$ cat config.mk
export PLATFORM = sky130hd
export DESIGN_NAME = dct_mac_unit
export DESIGN_NICKNAME = d
export VERILOG_FILES = /design/src/rtl/dct_mac_unit.sv
export SDC_FILE = /design/constraint.sdc
export NUM_CORES = 1
export LEC_CHECK = 0
export ABC_AREA = 0
export CAP_MARGIN = 15
export CORE_UTILIZATION = 51
export CTS_BUF_LIST = sky130_fd_sc_hd__clkbuf_4
export CTS_CLUSTER_DIAMETER = 50
export DETAILED_ROUTE_END_ITERATION = 6
export GPL_TIMING_DRIVEN = 0
export PLACE_DENSITY = 0.69
export SETUP_SLACK_MARGIN = 0.02
export SYNTH_ARGS = -nofsm -noshare
export SYNTH_HDL_FRONTEND = slang
export SYNTH_SLANG_ARGS = --single-unit
$ cat constraint.sdc
create_clock -name clk -period 27.4 [get_ports clk]
set_clock_uncertainty 0.2 [all_clocks]
set_input_delay 5.48 -clock clk [delete_from_list [all_inputs] [get_ports clk]]
set_output_delay 5.48 -clock clk [all_outputs]
set_load 0.02 [all_outputs]
$ cat src/rtl/dct_mac_unit.sv
// 1-D DCT multiply-accumulate unit: programmable N-entry coefficient bank, N-sample
// accumulation per block, round/saturate, and a valid/ready result register.
module dct_mac_unit #(
    parameter int DATA_W = 8,
    parameter int COEF_W = 12,
    parameter int N      = 8,
    parameter int SHIFT  = 11,
    parameter int OUT_W  = 12,
    localparam int CNT_W = $clog2(N)
) (
    input  logic                     clk,
    input  logic                     rst,
    input  logic                     ena,
    input  logic                     coef_we,
    input  logic [CNT_W-1:0]         coef_addr,
    input  logic signed [COEF_W-1:0] coef_wdata,
    input  logic                     in_valid,
    output logic                     in_ready,
    input  logic signed [DATA_W-1:0] in_data,
    output logic                     out_valid,
    input  logic                     out_ready,
    output logic signed [OUT_W-1:0]  out_data,
    output logic                     out_sat
);

    localparam int PROD_W = DATA_W + COEF_W;
    localparam int ACC_W  = DATA_W + COEF_W + CNT_W;
    localparam logic signed [ACC_W:0] RND_C   = (SHIFT == 0) ? '0 : (ACC_W+1)'((2 ** SHIFT) / 2);
    localparam logic signed [ACC_W:0] SAT_MAX = (ACC_W+1)'((2 ** (OUT_W-1)) - 1);
    localparam logic signed [ACC_W:0] SAT_MIN = ~SAT_MAX;
    localparam logic [CNT_W-1:0]      LAST    = CNT_W'(N - 1);

    // One extra bit of headroom so the rounding constant can never wrap the sum.
    function automatic logic signed [ACC_W:0] round_shift(input logic signed [ACC_W-1:0] s);
        logic signed [ACC_W:0] t;
        t = {s[ACC_W-1], s} + RND_C;
        return t >>> SHIFT;
    endfunction

    // Returns {clipped, value}.
    function automatic logic [OUT_W:0] saturate(input logic signed [ACC_W:0] r);
        if (r > SAT_MAX)
            return {1'b1, SAT_MAX[OUT_W-1:0]};
        else if (r < SAT_MIN)
            return {1'b1, SAT_MIN[OUT_W-1:0]};
        return {1'b0, r[OUT_W-1:0]};
    endfunction

    logic signed [COEF_W-1:0] coef_bank [N];
    logic signed [ACC_W-1:0]  acc_p0;
    logic [CNT_W-1:0]         cnt_p0;
    logic signed [OUT_W-1:0]  data_p1;
    logic                     sat_p1;
    logic                     vld_p1;

    logic signed [PROD_W-1:0] prod;
    logic signed [ACC_W-1:0]  sum;
    logic [OUT_W:0]           res;
    logic                     last;
    logic                     accept;
    logic                     load;
    logic                     addr_ok;

    assign prod     = PROD_W'(in_data) * PROD_W'(coef_bank[cnt_p0]);
    assign sum      = acc_p0 + {{CNT_W{prod[PROD_W-1]}}, prod};
    assign res      = saturate(round_shift(sum));
    assign last     = (cnt_p0 == LAST);
    assign in_ready = rst & ena & ~(last & vld_p1 & ~out_ready);
    assign accept   = in_valid & in_ready;
    assign load     = accept & last;
    assign addr_ok  = 32'(coef_addr) < N;

    // Stage p0: coefficient bank; a write lands after this edge's product is formed.
    always_ff @(posedge clk or negedge rst) begin
        if (!rst) begin
            for (int i = 0; i < N; i++)
                coef_bank[i] <= '0;
        end else if (ena && coef_we && addr_ok) begin
            coef_bank[coef_addr] <= coef_wdata;
        end
    end

    // Stage p0: accumulator and sample index
    always_ff @(posedge clk or negedge rst) begin
        if (!rst) begin
            acc_p0 <= '0;
            cnt_p0 <= '0;
        end else if (accept) begin
            if (last) begin
                acc_p0 <= '0;
                cnt_p0 <= '0;
            end else begin
                acc_p0 <= sum;
                cnt_p0 <= cnt_p0 + 1'b1;
            end
        end
    end

    // Stage p1: result register with valid/ready handshake
    always_ff @(posedge clk or negedge rst) begin
        if (!rst) begin
            data_p1 <= '0;
            sat_p1  <= 1'b0;
            vld_p1  <= 1'b0;
        end else if (ena) begin
            if (load) begin
                data_p1 <= res[OUT_W-1:0];
                sat_p1  <= res[OUT_W];
                vld_p1  <= 1'b1;
            end else if (out_ready) begin
                vld_p1  <= 1'b0;
            end
        end
    end

    assign out_data  = data_p1;
    assign out_sat   = sat_p1;
    assign out_valid = vld_p1;

endmodule

==> results of run 1 <==
==> critical path, delay by kind of cell <==
| kind | cells | cell delay, ns |
|---|---|---|
| AOI/OAI and AO/OA | 12 | 2.73 |
| adders and majority gates | 7 | 2.52 |
| and+or+nand+nor | 5 | 1.18 |
| buffers and inverters | 4 | 1.02 |
| xor gates and xnor gates | 2 | 0.58 |
==> layout by cell type, fill, tap and decap left out, types with 5 or more instances in the layout <==
| master | count |
|---|---|
| dfrtp_1 | 136 |
| inv_1 | 127 |
| mux2_2 | 97 |
| fa_1 | 80 |
| nor2b_1 | 65 |
| ha_1 | 64 |
| nand2_1 | 58 |
| clkdlybuf4s50_1 | 42 |
| nor2_1 | 35 |
| clkbuf_1 | 29 |
| a21oi_1 | 26 |
| mux4_2 | 24 |
| nand2b_1 | 23 |
| xnor2_1 | 23 |
| o21ai_0 | 20 |
| clkbuf_4 | 17 |
| and2_1 | 14 |
| xor2_1 | 14 |
| nor3_1 | 14 |
| nand3_1 | 14 |
| mux2i_1 | 12 |
| a21o_1 | 11 |
| a22o_1 | 10 |
| a211oi_1 | 9 |
| o21ai_1 | 7 |
| o22a_1 | 7 |
| o21a_1 | 6 |
| o21bai_1 | 5 |
| and3_1 | 5 |
==> how the worst max path moves through the flow <==
| stage | start | end | slack, ns |
|---|---|---|---|
| 6_report | in_data[0] | out_data[4] | 14.13 |
| 5_1_grt | in_data[0] | out_data[4] | 13.65 |
| 4_1_cts | rst | in_ready | 14.22 |
| 3_5_place_dp | in_data[7] | out_data[4] | 13.62 |
| 3_3_place_gp | rst | in_ready | 9.64 |
| 2_1_floorplan | in_data[4] | out_data[0] | 15.00 |
==> flip-flops by register name, summed over array words and instances (netlist names) <==
name and flops:
acc_p0 23, cnt_p0 3, coef_bank 96, out_data 12
out_sat 1, out_valid 1
==> stage by stage <==
step	hold slack (ns)	utilization, %	setup WS (ns)	std cells
floorplan	0.2498	-	15.00	1010
global placement	0.2683	55.82	9.643	1328
detailed placement	0.2674	55.96	13.62	1329
CTS	0.3047	57.43	14.22	1361
global route	0.3345	57.44	13.65	1362
finish	0.3037	57.44	14.13	1362
==> per-layer routing <==
| metal | vias to the layer above | GRT usage [%] |
|---|---|---|
| met2 | 100 | 37.41 |
| met4 | 0 | 6.546 |
| met3 | 22 | 2.883 |
| li1 | 3584 | - |
| met5 | - | 0 |
| met1 | 3924 | 32.74 |
==> area by class of cell <==
cell class / instances / area share [%]
clock buffer: 17 / 1.057
multi-input combinational: 713 / 57.58
sequential: 136 / 28.19
inverter: 127 / 3.948
buffer: 34 / 1.067
antenna: 1 / 0.02073
timing repair buffer: 44 / 3.803
tap: 275 / 2.850
clock inverter: 15 / 1.492
==> kinds of logic after synthesis <==
| family | share of synthesized area [%] |
|---|---|
| muxes | 16.13 |
| AOI/OAI and AO/OA | 9.715 |
| adders and majority gates | 21.92 |
| and+or+nand+nor | 12.24 |
| buffers and inverters | 5.525 |
| DFF | 31.05 |
| xor gates and xnor gates | 3.425 |
==> metrics.cfg, run 1 <==
[worst_setup_path]
r2r-start=cnt_p0[0]
crit_fanout=10
startpoint_type=input port
max_stage_delay_ns=0.54
rrSetupSlack_ns=16.81
arrival_ns=13.50
critPathKind=in -> reg
required_ns=27.63
timing.critical_path.mode_cell=ha_1
endpoint_kind=flop
r2r_end=out_data[4]
slowest_stage=clkdlybuf4s50_1
rr_worst_depth=32

[place]
dp_hpwl_um=17980
dpl_cell_area_sq_um=11760
numPortBuffers=43
routabilityCongestion=0.8542

[floorplan]
core_sq_um=21020
die_x_um=148.6
dieArea_sq_um=22080
initial_utilization_pct=52.14
row_count=53
ioPinCount=44
die-height_um=148.6

[global_routing]
grt_pass1_wl_um=39470
track_usage_pct=23.14
grt_pass1_vias=7685
gr-total-overflow=0
antenna_found_initial=1
grt_max_degree=100

[detailed_routing]
firstDrtPassIters=5
routedWlPerCell_um=17.36
drt_iter0_markers=317
vias=7630
wl_met1_um=11000
top_layer=met4
routed_wl_um=23650
vias_per_cell=5.602
met3_length_um=826
dr_wl_met2_um=11510
postRouteAntennaNets=0
drc=0

[clock_network]
clockBufferDepth=2
root_buffer=clkbuf_4
cts_hold_buf=0
numClockSinks=136
clk_pin_slew_ns=0.14
post_cts_buffers=0
worstSkewPairLatency_ns=0.56
htree_levels=4
cts_buffers=17
cts_resized=0
tritoncts=yes

[yosys]
synthTopCellsByCount=136 x dfrtp_1, 127 x inv_1, 97 x mux2_2, 80 x fa_1, 65 x nor2b_1
mappedNetlistArea_sq_um=10960
synth_most_common_cell=dfrtp_1
seq_area_frac_synth_pct=31.05
yosys-top-cells-area=dfrtp_1 31%, fa_1 15%, mux2_2 10%
syn_area_per_cell_sq_um=10.85
ys.flop_type=dfrtp_1
synth.distinct_cells=71
synth_seq_cells=136
synth_top_area_share_pct=31.05
syn_nets=1183
yosysTopAreaCell=dfrtp_1
synthArstFlopShare_pct=100.0
synth_edf_count=0
synth_warnings=0
synth_cells=1010

[sta]
fmax_ghz=0.07534
hold_violations=0
worst_pin_slew_ns=1.022
setup_viol=0
slew_violations=0
setup_tns_ns=0
fin_crit_sh_pct=48.44
slew_headroom_pct=29.94
rsz0062_at_grt=false
period_needed_ns=13.27

[final_layout]
ff_latch_area_sq_um=3403
area_growth_pct=10.16
drive_gt1_share_pct=16.21
design_area_sq_um=12070
num-fill-cells=1814
multi_input_area_sq_um=6952
nNetsFinal=1246

[min_path]
min_to=acc_p0[6]
worstHoldStart=acc_p0[6]
hold_path.class=reg -> reg
hold_depth=2

[flow_run]
cap_violations=0

[run_status]
status=finished, final reports clean

Power of run 1 is not shown: default switching activity piles up to over one toggle a cycle in this logic, so the estimate is an artifact.
==> run 2, diff against run 1 <==
--- a/config.mk
+++ b/config.mk
@@ -12,7 +12,7 @@
 export CTS_CLUSTER_DIAMETER = 50
 export DETAILED_ROUTE_END_ITERATION = 6
 export GPL_TIMING_DRIVEN = 0
-export PLACE_DENSITY = 0.69
+export PLACE_DENSITY = 0.71
 export SETUP_SLACK_MARGIN = 0.02
 export SYNTH_ARGS = -nofsm -noshare
 export SYNTH_HDL_FRONTEND = slang
==> constraint.sdc (replaced) <==
create_clock -name clk -period 12.09 [get_ports clk]
set_clock_uncertainty 0.2 [all_clocks]
set_input_delay 2.418 -clock clk [delete_from_list [all_inputs] [get_ports clk]]
set_output_delay 2.418 -clock clk [all_outputs]
set_load 0.02 [all_outputs]
==> run 2 against run 1 <==
  * Flip-flop and latch count unchanged
  * Register-to-register slack worse by 15 ns
  * Die area unchanged
  * Global-route usage down 0.55 points
  * Non-clock buffer count unchanged
  * Sequential share of layout area up 0.15 points
  * Final cell count about the same
  * Routed wire length down 2.9%
  * Setup slack worse by 13 ns
  * Critical path type is now reg -> reg
  * Count of clock-buffer cells in the layout unchanged
  * Cell area down 0.53%
==> metrics.cfg, run 2 (same netlist as run 1, synthesis figures left out) <==
[clock_network]
htree_levels=4  ; unchanged
post_cts_buffers=0  ; unchanged
cts_resized=0  ; unchanged
cts_hold_buf=0  ; unchanged
clk_pin_slew_ns=0.13  ; about the same
cts_buffers=17  ; unchanged
numClockSinks=136  ; unchanged
clockBufferDepth=2  ; unchanged
root_buffer=clkbuf_4
tritoncts=yes
worstSkewPairLatency_ns=0.54  ; -0.02 ns

[sta]
setup_tns_ns=0  ; unchanged
period_needed_ns=10.60
hold_violations=0  ; unchanged
setup_viol=0  ; unchanged
slew_violations=0  ; unchanged
rsz0062_at_grt=false
fin_crit_sh_pct=87.64
fmax_ghz=0.09438
slew_headroom_pct=27.53  ; -2.4 points
worst_pin_slew_ns=1.057  ; +0.03512 ns

[final_layout]
area_growth_pct=9.578
top_register=coef_bank
final_common_cell=dfrtp_1
largest_reg_flops=96  ; unchanged
drive_gt1_share_pct=16.13  ; -0.077 points
nNetsFinal=1246  ; unchanged
layout_common_cells=136 x dfrtp_1, 127 x inv_1, 97 x mux2_2

[detailed_routing]
drt_iter0_markers=412  ; +30%
firstDrtPassIters=5  ; unchanged
postRouteAntennaNets=0  ; unchanged
vias_per_cell=5.532  ; -1.3%
routed_wl_um=22950  ; -2.9%
drc=0  ; unchanged
vias=7529  ; -1.3%
routedWlPerCell_um=16.86  ; -2.9%

[run_status]
status=finished, final reports clean

[place]
routabilityCongestion=0.8701  ; +1.9%
numPortBuffers=43  ; unchanged
dp_hpwl_um=17690  ; -1.6%

[worst_setup_path]
crit_fanout=10  ; unchanged
startpoint_type=flop
critPathKind=reg -> reg
slowest_stage=mux2i_1
max_stage_delay_ns=0.79  ; +0.25 ns
required_ns=12.31  ; -15.32 ns
timing.critical_path.mode_cell=fa_1
endpoint_kind=flop
arrival_ns=10.82  ; -2.68 ns

[floorplan]
ioPinCount=44  ; unchanged
row_count=53  ; unchanged
die-height_um=148.6  ; unchanged
core_sq_um=21020  ; unchanged
die_x_um=148.6  ; unchanged
dieArea_sq_um=22080  ; unchanged
initial_utilization_pct=52.14  ; unchanged

[global_routing]
gr-total-overflow=0  ; unchanged
antenna_found_initial=1  ; unchanged
grt_max_degree=88  ; -12%
grt_pass1_wl_um=38720  ; -1.9%
track_usage_pct=22.59  ; -0.55 points
grt_pass1_vias=7523  ; -2.1%

[min_path]
hold_path.class=reg -> reg

[flow_run]
cap_violations=0  ; unchanged

## run 2: cell count changes in the layout (fill, tap and decap cells not counted), sizes merged
cell / previous run / this run
inv: 134 / 133
clkinvlp: 2 / 0
clkinv: 5 / 8
bufinv: 1 / 0
## run 2: stage by stage
step / instance area [sq um] / worst slack (ns) / utilization [%] / hold slack (ns) / cells
2_1_floorplan: 10960 / 2.748 / - / 0.2498 / 1010
3_5_place_dp: 11760 / 1.379 / 55.96 / 0.2694 / 1329
6_report: 12010 / 1.494 / 57.13 / 0.3000 / 1361
5_1_grt: 12010 / 0.6747 / 57.13 / 0.3179 / 1361
3_3_place_gp: 11740 / 0.6766 / 55.82 / 0.2684 / 1328
4_1_cts: 12010 / 1.492 / 57.12 / 0.2989 / 1360
## run 2: cell type report
type | count | area [sq um]
clock buffers | 17 | 127.6
repair buffers | 44 | 459.2
multi-input cells | 713 | 6952
clock inverters | 14 | 116.4
plain buffers | 34 | 128.9
inverters | 127 | 476.7
well taps | 275 | 344.1
diodes | 1 | 2.502
fillers | 1815 | 9011
flip-flops and latches | 136 | 3403
## run 2: metal layers
metal	global-route usage, %	wire length, um
met5	0	0
met2	36.00	11070
met4	4.330	193
met3	3.160	565
met1	33.00	11120
## run 2: critical path, delay by kind of cell, from the launching register on
family | cells | cell delay [ns]
AOI/OAI and AO/OA | 12 | 2.71
xor gates and xnor gates | 2 | 0.56
adders and majority gates | 6 | 2.84
buffers and inverters | 5 | 1.46
DFF | 1 | 0.39
muxes | 2 | 1.38
and+or+nand+nor | 4 | 0.93
## run 2: worst paths after layout
kind	startpoint	to	slack (ns)	cells after the start
worst min register to register	acc_p0[2]	acc_p0[2]	0.30	2
worst max-delay path	cnt_p0[0]	out_data[4]	1.49	31
max in group asynchronous	rst	coef_bank[17]	9.27	2
worst min-delay path	acc_p0[2]	acc_p0[2]	0.30	2
worst max register to register	cnt_p0[0]	out_data[4]	1.49	31
min in group asynchronous	rst	out_data[1]	1.60	1
Power of run 2 is left out for the same reason.
==> patch, RTL diff (config.mk and constraints of run 1) <==
Set the parameter `OUT_W` to 13 (it was 12).
--- a/src/rtl/dct_mac_unit.sv
+++ b/src/rtl/dct_mac_unit.sv
@@ -6,5 +6,5 @@
     parameter int N      = 8,
     parameter int SHIFT  = 11,
-    parameter int OUT_W  = 12,
+    parameter int OUT_W  = 13,
     localparam int CNT_W = $clog2(N)
 ) (
Ports: changed (resized out_data); port bits go from 44 to 45. No check against the original RTL was run, so the function may have changed too.
==> patch against run 1 <==
  * Design area shrank 0.35%
  * Non-clock buffer count grew 4
  * Wire length shrank 3.4%
  * Area after synthesis shrank 0.46%
  * Setup slack gained 0.22 ns
  * Highest routed layer unchanged
  * Hold slack lost 0.0074 ns
  * Largest cell class unchanged
  * Sequential cell count grew 1
Power is not shown: default switching activity piles up to over one toggle a cycle in this logic, so the estimate is an artifact.
==> patch: results <==
{
  "largest_register_ffs": 96,
  "cts_num_sinks": 137,
  "grtUsageTotal_pct": 22.57,
  "hp-start": "out_data[5]$_DFFE_PN0P_",
  "wl_per_cell_um": 16.99,
  "layoutNonFillerInstCount": 1344,
  "max-slew-margin-rel_pct": 27.42,
  "synthTopCellsByCount": "dfrtp_1 (137), inv_1 (127), mux2_2 (102)",
  "multi_input_area_mm2": 0.006855,
  "status": "completed",
  "wl_met1_um": 10820,
  "grtUsageMet3_pct": 3.190,
  "nonClockBufferCount": 82,
  "cp.arrival_ns": 7.38,
  "globalRouteMet1Util_pct": 31.29,
  "r2r-end": "out_data[10]$_DFFE_PN0P_",
  "cts_buffer_depth": 2,
  "met2_usage_pct": 36.78,
  "nNetsFinal": 1228,
  "ff2ff_setup_slack_ns": 17.32,
  "h-tree-depth": 4,
  "fillers": 1858,
  "cp-endpoint": "in_ready",
  "yosysWarnings": 0,
  "bufAreaShareNonClock_pct": 5.148,
  "vias": 7395,
  "clockNetworkAreaShare_pct": 2.537,
  "dr.pass1.iters": 4,
  "portBuffers": 44,
  "yosys-top-cells-area": "dfrtp_1 (31%), fa_1 (15%), mux2_2 (11%), ha_1 (7.3%), mux4_2 (5.0%)",
  "nMultiInputCombCells": 690,
  "routed-wl-met2_um": 11110,
  "wl_met3_um": 577,
  "sh_seq_area_pct": 28.49,
  "dp_hpwl_um": 17360,
  "synthCells": 991,
  "slowest_stage": "clkdlybuf4s50_1",
  "drtIter0Drc": 329,
  "clk_latency_ns": 0.58,
  "yosysUniqueCellTypes": 61,
  "path_max_fanout": 82
}
[patch: metrics by stage]
stage          hold slack (ns)  cell area (µm²)  worst slack, ns
2_1_floorplan           0.2498            10910            15.37
3_3_place_gp            0.2657            11700            9.664
3_5_place_dp            0.2728            11720            13.98
4_1_cts                 0.3054            12030            14.25
5_1_grt                 0.3311            12030            14.10
6_report                0.2963            12030            14.34
[patch: logic make-up (layout without fill, tap and decap cells)]
group / count (synthesis) / count (layout) / synth area share [%]
simple gates: 227 / 227 / 11.48
buf+inv: 164 / 241 / 5.745
fa+ha+maj: 144 / 144 / 22.02
compound gates: 140 / 140 / 9.403
mux: 137 / 137 / 16.49
flops: 137 / 137 / 31.42
xor+xnor: 42 / 42 / 3.440
other cells: 0 / 1 / 0
[patch: critical path: cells and delay by family]
kind	cells	cell delay [ns]
buffers and inverters	3	1.45
AO/OA/AOI/OAI	1	0.24
AND/OR/NAND/NOR	1	0.10
